### config.mk
export PLATFORM = sky130hd
export DESIGN_NAME = exe_issue_ctrl
export DESIGN_NICKNAME = d
export VERILOG_FILES = /design/src/rtl/exe_issue_ctrl_pkg.sv /design/src/rtl/exe_fwd_sel.sv /design/src/rtl/exe_issue_ctrl.sv
export SDC_FILE = /design/constraint.sdc
export NUM_CORES = 1
export LEC_CHECK = 0
export CAP_MARGIN = 20
export CORE_ASPECT_RATIO = 1.75
export CORE_MARGIN = 3
export CORE_UTILIZATION = 42
export CTS_BUF_LIST = sky130_fd_sc_hd__clkbuf_2 sky130_fd_sc_hd__clkbuf_4 sky130_fd_sc_hd__clkbuf_8
export CTS_CLUSTER_DIAMETER = 150
export DETAILED_ROUTE_END_ITERATION = 12
export GPL_ROUTABILITY_DRIVEN = 0
export PLACE_DENSITY = 0.72
export SLEW_MARGIN = 10
export SYNTH_ARGS = -nofsm -noshare
export SYNTH_HDL_FRONTEND = slang
export SYNTH_SLANG_ARGS = --single-unit
export TNS_END_PERCENT = 1
### constraint.sdc
create_clock -name clk -period 1.7 [get_ports clk]
set_input_delay 0.34 -clock clk [delete_from_list [all_inputs] [get_ports clk]]
set_output_delay 0.34 -clock clk [all_outputs]
set_load 0.02 [all_outputs]
### src/rtl/exe_issue_ctrl_pkg.sv
// Shared types for the EXE issue/hazard controller.
// Slot bookkeeping, FSM states and operand mux select encoding.
package exe_issue_ctrl_pkg;

  localparam int SLOT_AW = 5;

  typedef struct packed {
    logic               valid;
    logic [SLOT_AW-1:0] rd;
    logic               wr_rd;
    logic               is_load;
  } exe_slot_t;

  typedef enum logic [1:0] {
    ST_IDLE = 2'd0,
    ST_RUN  = 2'd1,
    ST_MC   = 2'd2,
    ST_HOLD = 2'd3
  } exe_ctrl_state_t;

  typedef enum logic [1:0] {
    REGFILE = 2'b00,
    EXE_FWD = 2'b01,
    MEM_FWD = 2'b10
  } rs_sel_t;

  // x0 and non-writing slots never produce a hazard
  function automatic logic slot_match(
    input exe_slot_t          s,
    input logic [SLOT_AW-1:0] addr
  );
    return s.valid & s.wr_rd & (s.rd != '0) & (s.rd == addr);
  endfunction

endpackage

### src/rtl/exe_fwd_sel.sv
// Forwarding source select for one operand.
// Youngest producer (EXE) wins over MEM.
module exe_fwd_sel
  import exe_issue_ctrl_pkg::*;
(
  input  logic [SLOT_AW-1:0] addr,
  input  logic               use_src,
  input  exe_slot_t          ex_slot,
  input  exe_slot_t          mem_slot,
  output rs_sel_t            sel
);

  logic hit_ex;
  logic hit_mem;

  assign hit_ex  = use_src & slot_match(ex_slot, addr);
  assign hit_mem = use_src & slot_match(mem_slot, addr) & !hit_ex;

  always_comb begin
    sel = REGFILE;
    unique case (1'b1)
      hit_ex:  sel = EXE_FWD;
      hit_mem: sel = MEM_FWD;
      default: sel = REGFILE;
    endcase
  end

endmodule

### src/rtl/exe_issue_ctrl.sv
// Issue/hazard controller between decode and EXE: slot scoreboard,
// registered forwarding selects, load-use stall, multicycle and flush.
module exe_issue_ctrl
  import exe_issue_ctrl_pkg::*;
#(
  parameter int MC_CYCLES = 4,
  parameter int REG_AW    = 5
) (
  input  logic              clk,
  input  logic              rst,
  input  logic              id_valid_i,
  output logic              id_ready_o,
  input  logic [REG_AW-1:0] id_rs1_i,
  input  logic [REG_AW-1:0] id_rs2_i,
  input  logic              id_use_rs1_i,
  input  logic              id_use_rs2_i,
  input  logic [REG_AW-1:0] id_rd_i,
  input  logic              id_wr_rd_i,
  input  logic              id_is_load_i,
  input  logic              id_is_mc_i,
  input  logic              flush_i,
  input  logic              mem_ready_i,
  output logic              exe_en_o,
  output logic              exe_valid_o,
  output logic [1:0]        rs1_sel_o,
  output logic [1:0]        rs2_sel_o,
  output logic              mc_start_o
);

  localparam int CW = (MC_CYCLES > 1) ? $clog2(MC_CYCLES) : 1;
  localparam logic [CW-1:0] MC_LOAD = CW'(MC_CYCLES - 1);

  if (REG_AW != SLOT_AW) begin : g_aw_chk
    $error("REG_AW must equal SLOT_AW");
  end

  exe_ctrl_state_t state;
  exe_slot_t       ex_q;
  exe_slot_t       mem_q;
  exe_slot_t       new_slot;
  logic [CW-1:0]   mc_cnt;
  rs_sel_t         rs1_q;
  rs_sel_t         rs2_q;
  rs_sel_t         rs1_d;
  rs_sel_t         rs2_d;
  logic            mc_start_q;

  logic done;
  logic exe_valid;
  logic adv;
  logic load_use;
  logic flush_eff;
  logic ready;
  logic accept;

  exe_fwd_sel u_rs1_sel (
    .addr     (id_rs1_i),
    .use_src  (id_use_rs1_i),
    .ex_slot  (ex_q),
    .mem_slot (mem_q),
    .sel      (rs1_d)
  );

  exe_fwd_sel u_rs2_sel (
    .addr     (id_rs2_i),
    .use_src  (id_use_rs2_i),
    .ex_slot  (ex_q),
    .mem_slot (mem_q),
    .sel      (rs2_d)
  );

  assign done      = (state != ST_MC) | (mc_cnt == '0);
  assign exe_valid = ex_q.valid & done;
  assign adv       = done & (!ex_q.valid | mem_ready_i);
  assign flush_eff = flush_i & exe_valid;

  assign load_use = ex_q.is_load &
    ((id_use_rs1_i & slot_match(ex_q, id_rs1_i)) |
     (id_use_rs2_i & slot_match(ex_q, id_rs2_i)));

  // handshake outputs are forced low while reset is asserted
  assign ready  = rst & adv & (!load_use | flush_eff);
  assign accept = ready & id_valid_i & !flush_eff;

  assign new_slot = '{valid:   1'b1,
                      rd:      id_rd_i,
                      wr_rd:   id_wr_rd_i,
                      is_load: id_is_load_i};

  assign id_ready_o  = ready;
  assign exe_en_o    = rst & adv;
  assign exe_valid_o = exe_valid;
  assign rs1_sel_o   = rs1_q;
  assign rs2_sel_o   = rs2_q;
  assign mc_start_o  = mc_start_q;

  always_ff @(posedge clk or negedge rst) begin
    if (!rst) begin
      state      <= ST_IDLE;
      ex_q       <= '0;
      mem_q      <= '0;
      mc_cnt     <= '0;
      rs1_q      <= REGFILE;
      rs2_q      <= REGFILE;
      mc_start_q <= 1'b0;
    end else begin
      mc_start_q <= 1'b0;
      if (adv) begin
        mem_q <= exe_valid ? ex_q : '0;
        if (accept) begin
          ex_q  <= new_slot;
          rs1_q <= rs1_d;
          rs2_q <= rs2_d;
          mc_cnt <= '0;
          state  <= ST_RUN;
          if (id_is_mc_i) begin
            mc_start_q <= 1'b1;
            if (MC_CYCLES > 1) begin
              state  <= ST_MC;
              mc_cnt <= MC_LOAD;
            end
          end
        end else begin
          ex_q  <= '0;
          rs1_q <= REGFILE;
          rs2_q <= REGFILE;
          state <= ST_IDLE;
        end
      end else if (state == ST_MC && mc_cnt != '0) begin
        mc_cnt <= mc_cnt - CW'(1);
      end else if (state != ST_HOLD) begin
        state <= ST_HOLD;
      end
    end
  end

endmodule

==> metrics.txt, run 1 <==
status=finished with violations; failing checks=setup timing; period utilization=131.2%; leading cell types in the layout, fill and taps excluded=sky130_fd_sc_hd__buf_4 (49), sky130_fd_sc_hd__dfrtp_1 (20), sky130_fd_sc_hd__clkdlybuf4s50_1 (20); flops & latches, synth=24; Detail Placement HPWL=3317 um; clock skew after layout=3.449 ps; synthesized-area fraction occupied by adder cells=0.9242%; number of warning messages in the yosys log=0; synthesized-area fraction occupied by and/or/nand/nor cells=14.88%; capturing element type of the critical path=output port; clock buffers created by TritonCTS=3; number of H-tree branching levels=1; largest area contributor in the synthesized netlist=sky130_fd_sc_hd__dfrtp_1; Final Net Count=231; Post-Synthesis Cell Area=1354 um2; power density normalized to cell area=1213 nW/um2; die width=48.92 um; Vert. Die Dim=81.11 um; Core Rows=26; Mapped Nets=147; main combinational cell family by area after synthesis=compound AO/OA/AOI/OAI gates; clk sinks=24; data required time of the critical path=1360 ps; DIE AREA=3967 um2; Power, Total=2772 uW; initial drt markers=36; mean area per synthesized cell=11.19 um2; total grt overflow=0; proportion of synthesized chip area in sequential cells=44.36%; max_slew headroom=67.50%; maximum buffer depth of the clock tree=2; reg2reg setup slack=-520 ps; GRT Overall Usage=24.58%; vias in the first global route=1515; fraction of layout instances using a drive strength above 1=40.20%; total non-filler cell area in the finished layout=2285 um2; initial antenna violation count=0; fraction of synthesized cell area in xor and xnor cells=12.94%; Total Wirelength=4519 um; Skew-Pair Late Insertion Delay=270 ps; mux share of post-synthesis cell area=0%; number of top-level pins=33; Residual DRC=0; total via count in the routed design=1349; maxcap violations=0; peak supply drop=0.8972 mV; starting utilization of the core area=45.23%; arrival time of data at the critical path endpoint=1890 ps; top area cells in the synthesized netlist=sky130_fd_sc_hd__dfrtp_1 (44%), sky130_fd_sc_hd__xor2_1 (10%), sky130_fd_sc_hd__a22o_1 (8.4%); placeable core region=2993 um2; number of instances in the synthesized netlist=121; antenna violation net count after detailed routing=0; Worst Reg-to-Reg Cells=12; top fanout value on the critical path=4; setup-violating endpoint count in the final report=18; global-route wire length before repair=7258 um; count of buffers from port buffering=32; Worst setup SP type=flop; R2R Path End=rs1_sel_o[1]; number of diodes added for antenna fixing=0; complex-gate fraction of the synthesized area=24.12%; number of instances in the placed design=230; start-to-end type of the worst setup path=flop to output port; commonest non-fill, non-tap cell in the layout=sky130_fd_sc_hd__buf_4; startpoint of the worst-slack reg-to-reg timing path=ex_q[2]; unrepaired setup endpoints after global routing=true; min-delay worst type=primary input to asynchronous set/reset pin; post-place setup slack=-1045 ps; Worst Tran Pin Value=483.0 ps; Final min period=2230 ps; placed instance area=2017 um2; post-DR wirelength/cell=18.37 um; final max-slew violation count=0; maximum number of pins on one net before global-route repair=21; maximum clock rate=448.4 MHz; via count normalized by instance count=5.484; CTS root buf=sky130_fd_sc_hd__clkbuf_8; top cell type's share of synthesized area=44.36%; CTS tree=built; CTS clock-pin slew for the worst setup and hold paths=80 ps; post-synth cell types=40; hold buffer count at CTS=0; final worst setup slack=-530.0 ps; first-pass detailed-route iteration total=4; leakage power=0.001136 uW; final cell count without fillers=246; hold violation total from the final report=0; area growth from synthesis to layout=68.76%
-- metal layers --
layer	vias up	global-route usage (%)	share of wire (%)
li1	615	-	-
met1	667	21.57	34
met2	49	49.59	58
met3	18	4.037	3.5
met4	0	16.52	4.7
met5	-	0	0
-- cell usage after synthesis --
cell                        number
sky130_fd_sc_hd__a211oi_1        1
sky130_fd_sc_hd__a21o_1          3
sky130_fd_sc_hd__a21oi_1         1
sky130_fd_sc_hd__a22o_1         13
sky130_fd_sc_hd__a2bb2oi_1       1
sky130_fd_sc_hd__a31o_1          1
sky130_fd_sc_hd__a31oi_1         1
sky130_fd_sc_hd__a31oi_4         1
sky130_fd_sc_hd__a32o_1          3
sky130_fd_sc_hd__a32o_2          1
sky130_fd_sc_hd__a41oi_1         1
sky130_fd_sc_hd__and2_1          2
sky130_fd_sc_hd__and3_1          4
sky130_fd_sc_hd__buf_6           1
sky130_fd_sc_hd__clkbuf_1        3
sky130_fd_sc_hd__dfrtp_1        24
sky130_fd_sc_hd__ha_1            1
sky130_fd_sc_hd__inv_1           4
sky130_fd_sc_hd__nand2_1        11
sky130_fd_sc_hd__nand2b_1        1
sky130_fd_sc_hd__nand3_1         3
sky130_fd_sc_hd__nand3_2         1
sky130_fd_sc_hd__nand3b_1        1
sky130_fd_sc_hd__nor2_1          1
sky130_fd_sc_hd__nor2b_1         1
sky130_fd_sc_hd__nor3b_1         1
sky130_fd_sc_hd__nor4_1          3
sky130_fd_sc_hd__nor4_2          1
sky130_fd_sc_hd__nor4_4          1
sky130_fd_sc_hd__o2111a_1        1
sky130_fd_sc_hd__o211a_1         1
sky130_fd_sc_hd__o21a_1          1
sky130_fd_sc_hd__o21ai_1         2
sky130_fd_sc_hd__o21bai_1        1
sky130_fd_sc_hd__o221ai_2        1
sky130_fd_sc_hd__o311a_4         1
sky130_fd_sc_hd__or3_1           1
sky130_fd_sc_hd__or4_1           1
sky130_fd_sc_hd__xnor2_1         4
sky130_fd_sc_hd__xor2_1         16
-- worst max-delay path, stage by stage (launching register included) --
cell                      delay [ps]
sky130_fd_sc_hd__dfrtp_2         460
sky130_fd_sc_hd__xor2_1          200
sky130_fd_sc_hd__nor4_2          320
sky130_fd_sc_hd__a32o_2          210
sky130_fd_sc_hd__nand3_2         100
sky130_fd_sc_hd__o21a_4          200
sky130_fd_sc_hd__buf_6           120
-- sequential cells by signal, indices dropped and copies added (netlist names) --
| name | count |
|---|---|
| mc_start_o | 1 |
| rs1_sel_o | 2 |
| mem_q | 7 |
| mc_cnt | 2 |
| ex_q | 8 |
| rs2_sel_o | 2 |
| state | 2 |
-- where the power goes --
part	leakage [uW]	switching (uW)	internal [uW]
logic	0.000783	670	778
clock network	0.0000357	183	315
registers	0.000317	130	696
-- cell families after synthesis --
group | count (synthesis)
adder cells (fa/ha/maj) | 1
buffers and inverters | 8
flip-flops | 24
AO/OA/AOI/OAI | 35
AND/OR/NAND/NOR | 33
XOR/XNOR | 20
-- stage by stage --
stage,utilization [%],hold WS [ps],setup TNS [ps]
5_1_grt,76.34,437.2,-5300
6_report,76.34,414.0,-4377
2_1_floorplan,-,44.41,-351.6
3_5_place_dp,67.39,465.9,-10040
3_3_place_gp,67.39,460.4,-8965
4_1_cts,74.41,417.1,-4296
-- cell type report --
class | instances | area [um2]
well taps | 42 | 52.55
flip-flops and latches | 24 | 605.6
clock inverters | 1 | 30.03
clock buffers | 3 | 41.29
fillers | 200 | 708.2
repair buffers | 83 | 726.9
multi-input cells | 89 | 813.3
inverters | 4 | 15.01
-- worst max-delay path by stage --
stage                           start  depth (start not counted)    endpoint
final                         ex_q[2]                          6  id_ready_o
after global routing          ex_q[6]                          6  id_ready_o
after CTS                     ex_q[6]                          6  id_ready_o
after detailed placement  id_rs2_i[0]                          7  id_ready_o
after global placement    id_rs2_i[0]                          7  id_ready_o
after floorplan               ex_q[2]                          5  id_ready_o
-- repair_timing --
item | 4_1_cts | 5_1_grt
pin swaps | 15 | 12
resized for setup | 38 | 9
buffers inserted | 9 | 3
endpoints found under the setup margin | 20 | 20
Power figures use the tool's default switching activity.
==> run 2: changes to the inputs <==
--- a/config.mk
+++ b/config.mk
@@ -13,7 +13,7 @@
 export CTS_CLUSTER_DIAMETER = 150
 export DETAILED_ROUTE_END_ITERATION = 12
 export GPL_ROUTABILITY_DRIVEN = 0
-export PLACE_DENSITY = 0.72
+export PLACE_DENSITY_LB_ADDON = 0.2
 export SLEW_MARGIN = 10
 export SYNTH_ARGS = -nofsm -noshare
 export SYNTH_HDL_FRONTEND = slang
==> metrics.txt, run 2 (synthesis results as in run 1) <==
initial antenna violation count=0 (unchanged); sequential share of power=31.4% (+1.6 points); area growth from synthesis to layout=61.09%; clock skew after layout=2.955 ps (-0.4940 ps); fraction of layout instances using a drive strength above 1=36.79% (-3.4 points); Final Net Count=220 (-4.8%); list of cells traversed by the critical path=xor2_2, nor4_4, a32o_2, nand3_2, o21a_4, buf_6; global-route wire length before repair=6479 um (-11%); arrival time of data at the critical path endpoint=1830 ps (-60 ps); Detail Placement HPWL=3151 um (-5.0%); via count normalized by instance count=5.289 (-3.5%); clk sinks=24 (unchanged); post-place setup slack=-978.8 ps (+65.76 ps); leakage power=0.001060 uW (-6.7%); total non-filler cell area in the finished layout=2181 um2 (-4.5%); Worst Hold Slack=410.8 ps (-3.194 ps); unrepaired setup endpoints after global routing=true; number of top-level pins=33 (unchanged); DIE AREA=3967 um2 (unchanged); total via count in the routed design=1243 (-7.9%); placed instance area=2024 um2 (+0.37%); max_slew headroom=73.51% (+6.0 points); commonest non-fill, non-tap cell in the layout=sky130_fd_sc_hd__buf_4; vias in the first global route=1334 (-12%); CTS root buf=sky130_fd_sc_hd__clkbuf_8; reg2reg setup slack=-240 ps (+280 ps); status=finished with violations; peak supply drop=0.8491 mV (-5.4%); maximum clock rate=459.9 MHz (+2.5%); Power Internal=1703 uW (-4.8%); clock buffers created by TritonCTS=3 (unchanged); Residual DRC=0 (unchanged); final cell count without fillers=235 (-4.5%); starting utilization of the core area=45.23% (unchanged); number of diodes added for antenna fixing=0 (unchanged); CTS tree=built; Worst Tran Pin Value=397.3 ps (-85.67 ps); sum of negative setup slack=-2890 ps (+1487 ps); hold violation total from the final report=0 (unchanged); period utilization=127.9% (-3.3 points); cell with the largest stage delay on the worst path=sky130_fd_sc_hd__dfrtp_2; Skew-Pair Late Insertion Delay=270 ps (about the same); Final min period=2175 ps (-55.37 ps); buffer count from post-CTS setup fixing=0 (-9); antenna violation net count after detailed routing=0 (unchanged); Largest stage delay, worst path=450 ps (about the same); setup-violating endpoint count in the final report=16 (-2); combinational group share of total power=49.6% (-2.6 points); start-to-end type of the worst setup path=flop to output port; GRT Overall Usage=22.00% (-2.6 points); biggest registers after layout=ex_q: 8 flops, mem_q: 7 flops; Core Rows=26 (unchanged); final max-slew violation count=0 (unchanged); Vert. Die Dim=81.11 um (unchanged); data required time of the critical path=1360 ps (about the same); min-delay worst type=primary input to asynchronous set/reset pin; power density normalized to cell area=1205 nW/um2 (-0.66%); final worst setup slack=-474.6 ps (+55.37 ps); capturing element type of the critical path=output port; number of instances in the placed design=231 (+0.43%); most flop-heavy register=ex_q; Worst setup SP type=flop; maximum buffer depth of the clock tree=2 (unchanged); hold buffer count at CTS=0 (unchanged); placeable core region=2993 um2 (unchanged); die width=48.92 um (unchanged); post-DR wirelength/cell=17.14 um (-6.7%); initial drt markers=41 (+14%); max reg flops=8 (unchanged); Total Wirelength=4028 um (-11%); Sw Pwr=925.8 uW (-5.8%); maximum number of pins on one net before global-route repair=21 (unchanged); first-pass detailed-route iteration total=4 (unchanged); total grt overflow=0 (unchanged); power share of the clock group=19.0% (+1.0 points); CTS clock-pin slew for the worst setup and hold paths=80 ps (about the same); number of H-tree branching levels=1 (unchanged); switch share=35.22% (-0.24 points); leading cell types in the layout, fill and taps excluded=sky130_fd_sc_hd__buf_4 (39), sky130_fd_sc_hd__clkdlybuf4s50_1 (22), sky130_fd_sc_hd__dfrtp_1 (20); failing checks=setup timing; count of buffers from port buffering=32 (unchanged); maxcap violations=0 (unchanged); top fanout value on the critical path=4 (unchanged)
==> run 2: cell count changes in the layout (fill, tap and decap cells not counted), sizes merged <==
cell	before	now
clkdlybuf4s50	20	22
dlymetal6s2s	4	2
buf	54	43
==> run 2: metrics by stage <==
stage	total power (uW)	utilization, %
final	2629	72.87
after global routing	2781	72.87
after CTS	2639	72.16
after detailed placement	2051	67.64
after global placement	2004	67.64
after floorplan	1435	-
==> run 2: worst paths after layout <==
check | endpoint | cells past startpoint | from
max | id_ready_o | 6 | ex_q[2]
max reg2reg | mc_cnt[0] | 5 | ex_q[2]
min reg2reg | mem_q[7] | 1 | mem_q[7]
min | ex_q[0] | 2 | rst
min in group clk | mem_q[7] | 1 | mem_q[7]
max in group asynchronous | ex_q[6] | 3 | rst
==> run 2: area by class of cell <==
| type | count | area, um2 |
|---|---|---|
| Timing Repair Buffer | 72 | 629.4 |
| Fill cell | 239 | 812.0 |
| Tap cell | 42 | 52.55 |
| Inverter | 4 | 15.01 |
| Clock inverter | 1 | 30.03 |
| Sequential cell | 24 | 605.6 |
| Multi-Input combinational cell | 89 | 807.0 |
| Clock buffer | 3 | 41.29 |
==> run 2: metal layers <==
layer / up-vias / GRT usage, % / wire length [um]
li1: 593 / - / -
met4: 0 / 8.547 / 63
met2: 27 / 46.32 / 2431
met1: 618 / 21.11 / 1443
met5: - / 0 / 0
met3: 5 / 2.202 / 89
==> run 2: what timing repair did <==
item | in CTS | in global routing
pin swaps | 15 | 11
endpoints found under the setup margin | 18 | 18
gates cloned | 0 | 0
gates resized for setup | 34 | 7
==> run 2: power groups by stage <==
stage	registers [uW]	clock network, uW	logic (uW)
after detailed placement	819	0	1230
after floorplan	806	0	629
after global routing	846	525	1410
after CTS	825	504	1310
final	826	500	1300
after global placement	814	0	1190
==> run 2: worst max-delay path, delay by kind of cell (launching register included) <==
| family | cells | cell delay, ps |
|---|---|---|
| AO/OA/AOI/OAI | 2 | 430 |
| XOR/XNOR | 1 | 170 |
| AND/OR/NAND/NOR | 2 | 380 |
| buffers and inverters | 1 | 120 |
| flip-flops | 1 | 450 |
